`src/rtl/dmem_arbiter.sv`:
```
// dmem_arbiter: shares one single-port synchronous data RAM between the MEM stage (port 0) and the loader/debug port (port 1); round-robin when DMEM_ARB_RR_EN is defined, fixed priority (port 0 first) otherwise
module dmem_arbiter #(
    parameter int DATA_W = 8,
    parameter int ADDR_W = 5
) (
    input  logic              clk,
    input  logic              reset,
    input  logic              req0,
    input  logic              req1,
    input  logic              we0,
    input  logic              we1,
    input  logic [ADDR_W-1:0] addr0,
    input  logic [ADDR_W-1:0] addr1,
    input  logic [DATA_W-1:0] wdata0,
    input  logic [DATA_W-1:0] wdata1,
    output logic              gnt0,
    output logic              gnt1,
    output logic              done0,
    output logic              done1,
    output logic [DATA_W-1:0] rdata0,
    output logic [DATA_W-1:0] rdata1,
    output logic              mem_en,
    output logic              mem_we,
    output logic [ADDR_W-1:0] mem_addr,
    output logic [DATA_W-1:0] mem_wdata,
    input  logic [DATA_W-1:0] mem_rdata
);
    typedef enum logic [1:0] {IDLE, ISSUE, RESP} state_t;
    state_t            state_q, state_d;
    logic              win_q, win_d;
    logic              we_q, we_d;
    logic [ADDR_W-1:0] addr_q, addr_d;
    logic [DATA_W-1:0] wdata_q, wdata_d;
    logic              arb;
    logic              pick;
    logic              issue;
    logic              resp;
    assign arb   = (state_q != ISSUE) & (req0 | req1);
    assign issue = state_q == ISSUE;
    assign resp  = state_q == RESP;
`ifdef DMEM_ARB_RR_EN
    logic last_q, last_d;
    assign pick   = req1 & (~req0 | ~last_q);
    assign last_d = arb ? pick : last_q;
    // last-winner register; reset to port 1 so port 0 takes the first tie
    always_ff @(posedge clk) begin
        if (reset) last_q <= 1'b1;
        else       last_q <= last_d;
    end
`else
    assign pick = req1 & ~req0;
`endif
    // next state and request latch: ISSUE always moves to RESP, every other state arbitrates
    always_comb begin
        state_d = issue ? RESP : (arb ? ISSUE : IDLE);
        win_d   = arb ? pick : win_q;
        we_d    = arb ? (pick ? we1 : we0) : we_q;
        addr_d  = arb ? (pick ? addr1 : addr0) : addr_q;
        wdata_d = arb ? (pick ? wdata1 : wdata0) : wdata_q;
    end
    // state, winner and latched access registers
    always_ff @(posedge clk) begin
        if (reset) begin
            state_q <= IDLE;
            win_q   <= 1'b0;
            we_q    <= 1'b0;
            addr_q  <= '0;
            wdata_q <= '0;
        end else begin
            state_q <= state_d;
            win_q   <= win_d;
            we_q    <= we_d;
            addr_q  <= addr_d;
            wdata_q <= wdata_d;
        end
    end
    // outputs decoded from registered state only; read data passes through from the RAM's output register
    always_comb begin
        gnt0      = issue & ~win_q;
        gnt1      = issue & win_q;
        done0     = resp & ~win_q;
        done1     = resp & win_q;
        rdata0    = (done0 & ~we_q) ? mem_rdata : '0;
        rdata1    = (done1 & ~we_q) ? mem_rdata : '0;
        mem_en    = issue;
        mem_we    = issue & we_q;
        mem_addr  = issue ? addr_q : '0;
        mem_wdata = issue ? wdata_q : '0;
    end
endmodule

```
`config.mk`:
```
export PLATFORM = sky130hd
export DESIGN_NAME = dmem_arbiter
export DESIGN_NICKNAME = d
export VERILOG_FILES = /design/src/rtl/dmem_arbiter.sv
export SDC_FILE = /design/constraint.sdc
export NUM_CORES = 1
export LEC_CHECK = 0
export ABC_AREA = 1
export CORE_MARGIN = 4
export CORE_UTILIZATION = 39
export DETAILED_ROUTE_END_ITERATION = 6
export PLACE_DENSITY = 0.88
export REMOVE_ABC_BUFFERS = 1
export SLEW_MARGIN = 20
export SYNTH_ARGS = -nofsm -noshare
export SYNTH_HDL_FRONTEND = slang
export SYNTH_SLANG_ARGS = --single-unit
```
`constraint.sdc`:
```
create_clock -name clk -period 3.2 [get_ports clk]
set_input_delay 0.8 -clock clk [delete_from_list [all_inputs] [get_ports clk]]
set_output_delay 0.8 -clock clk [all_outputs]
set_load 0.02 [all_outputs]
```
==> impl_metrics.yaml <==
cts:
  clkLatencyLatePin_ps: 290
  post_cts_buffers: 0
  cts_buffers: 3
  hold_buffers: 0
  cts_root_buf: "clkbuf_4"
  clk_pin_slew_ps: 110
  clock_path_buffers: 2
  cts_tree: "built"
  htree_levels: 1
  clock_sinks: 17
  cts.repair.resized: 0
timing:
  tns_ps: 0
  min_period_ps: 2820
  fmaxAchievable_mhz: 355
  fin_skew_ps: 2.23
  setup_slack_ps: 384
  relSlewSlack_pct: 57.2
  tightest_slew_ps: 640
  final-setup-viol-count: 0
  rsz0062_at_grt: "no"
  slew_violations: 0
  post-route-period-util_pct: 88.0
  finalHoldViolCount: 0
power_and_ir_drop:
  peakVddDrop_mv: 0.194
  total_power_mw: 0.570
  leakagePower_nw: 0.933
  p_per_area_mw_per_mm2: 296
floorplan:
  die_w_um: 62.7
  start_util_pct: 41.6
  core-area_mm2: 0.00281
  pin_count: 75
  die_y_um: 62.7
  die_area_mm2: 0.00393
  rows: 19
critical_path:
  worstSetupStartpoint: "mem_rdata[4]"
  end_kind: "output pin"
  slowest_stage: "clkdlybuf4s50_1"
  crit_path_start_kind: "input pin"
  crit_path_end: "rdata1[4]"
  cp.arrival_ps: 2020
  worstRegToRegCells: 5
  rrSetupSlack_ps: 1760
  timing.critical_path.mode_cell: "clkdlybuf4s50_1"
  cp_cell_sequence: "clkdlybuf4s50_1 -> inv_1 -> nor2_1 -> clkdlybuf4s50_1"
  critical_path_required_ps: 2400
  crit_type: "input pin to output pin"
  reg2reg_from: "state_q[0]"
  slowest_delay_ps: 610
  r2r_end: "addr_q[3]"
  critPathMaxFanout: 2
finish:
  multi_input_area_um2: 611
  drive_gt1_share_pct: 4.98
  nets: 322
  fillers: 268
  layout_commonest_cell: "nor2_1"
  diodes: 0
  seqCellArea_um2: 340
  final_cell_mix: "nor2_1 (76), clkdlybuf4s50_1 (74), inv_1 (39)"
  syn_to_final_growth_pct: 64.7
global_routing:
  grt_pass1_vias: 1305
  grt_first_pass_wirelength_um: 5440
  overflow: 0
  grt_max_degree: 35
  antenna_found_initial: 0
  grt.total_usage_pct: 16.4
drt:
  detail_route.iter0.violations: 33
  wl_per_cell_um: 10.4
  first_pass_iters: 4
  vias: 1409
  drt-total-wl_um: 3240
  drc: 0
  route.antenna.remaining_nets: 0
  via_per_inst: 4.52
place:
  portBuffers: 74
  dp_slack_ps: 365
  place_congestion: 0.735
  dp_hpwl_um: 2420
yosys:
  ys.warnings.count: 0
  ys_seq_area_share_pct: 29.2
  synth.top_cell.area_share_pct: 29.2
  yosysUniqueCellTypes: 15
  synth-seq-cells: 17
  synthCells: 211
  synth_area_leaders: "dfxtp_1 (29%), nor2_1 (24%), inv_1 (13%), nand3_1 (12%), nand2_1 (10%)"
  syn_area_mm2: 0.00117
  yosysTopAreaCell: "dfxtp_1"
  avgSynthCellArea_um2: 5.53
run:
  maxCapViolCount: 0
outcome:
  status: "finished clean"
hold_path:
  hp-class: "flip-flop to flip-flop"
[area by class of cell]
type	instances	share of cell area [%]
Multi-Input combinational cell	143	31.8
Timing Repair Buffer	75	38.9
Clock buffer	3	1.17
Tap cell	31	2.02
Clock inverter	1	0.260
Inverter	42	8.20
Sequential cell	17	17.7
[report_power, final]
group	total, mW	switching (mW)	leakage, nW	internal [mW]
clock	0.119	0.0727	0.0177	0.0465
sequential	0.239	0.00637	0.141	0.232
combinational	0.212	0.110	0.774	0.102
total	0.570	0.189	0.933	0.381
[worst min path at each step]
stage,cells after the start,slack [ps],startpoint,to
after floorplan,2,470,win_q,win_q
after global placement,2,490,win_q,win_q
after detailed placement,2,510,win_q,win_q
after CTS,2,530,win_q,win_q
after global routing,4,550,addr_q[0],addr_q[0]
final,2,520,win_q,win_q
[cell families after synthesis]
| family | Yosys count | synth area share [%] |
|---|---|---|
| flops | 17 | 29.2 |
| compound gates | 1 | 0.428 |
| buf+inv | 51 | 18.5 |
| simple gates | 142 | 51.9 |
[metal layers]
metal / GRT usage (%) / wire length, um / share of wire, % / vias to the layer above
li1: - / - / - / 755
met1: 17.5 / 1330 / 41 / 589
met2: 30.1 / 1520 / 47 / 61
met3: 6.47 / 376 / 12 / 4
met4: 3.31 / 22 / 0.68 / 0
met5: 0 / 0 / 0 / -
[metrics by stage]
| stage | instance area [um2] | instances | hold WS, ps | utilization, % |
|---|---|---|---|---|
| 2_1_floorplan | 1110 | 202 | 472 | - |
| 3_3_place_gp | 1900 | 308 | 495 | 67.6 |
| 3_5_place_dp | 1900 | 308 | 512 | 67.6 |
| 4_1_cts | 1920 | 312 | 529 | 68.6 |
| 5_1_grt | 1920 | 312 | 550 | 68.6 |
| 6_report | 1920 | 312 | 524 | 68.6 |
[sequential cells by signal (all words and copies together) (netlist names)]
signal,cells
wdata_q,8
addr_q,5
state_q,2
we_q,1
win_q,1
[synth_stat cells, drive strengths merged]
cell type / n
nand2: 35
dfxtp: 17
buf: 9
nand3: 28
nor2: 77
inv: 42
a21oi: 1
nor3: 2
[critical path: cells and delay by family]
kind	cells	cell delay, ps
buffers and inverters	3	1120
and+or+nand+nor	1	90
No activity file was read; power rests on OpenSTA's default activity.
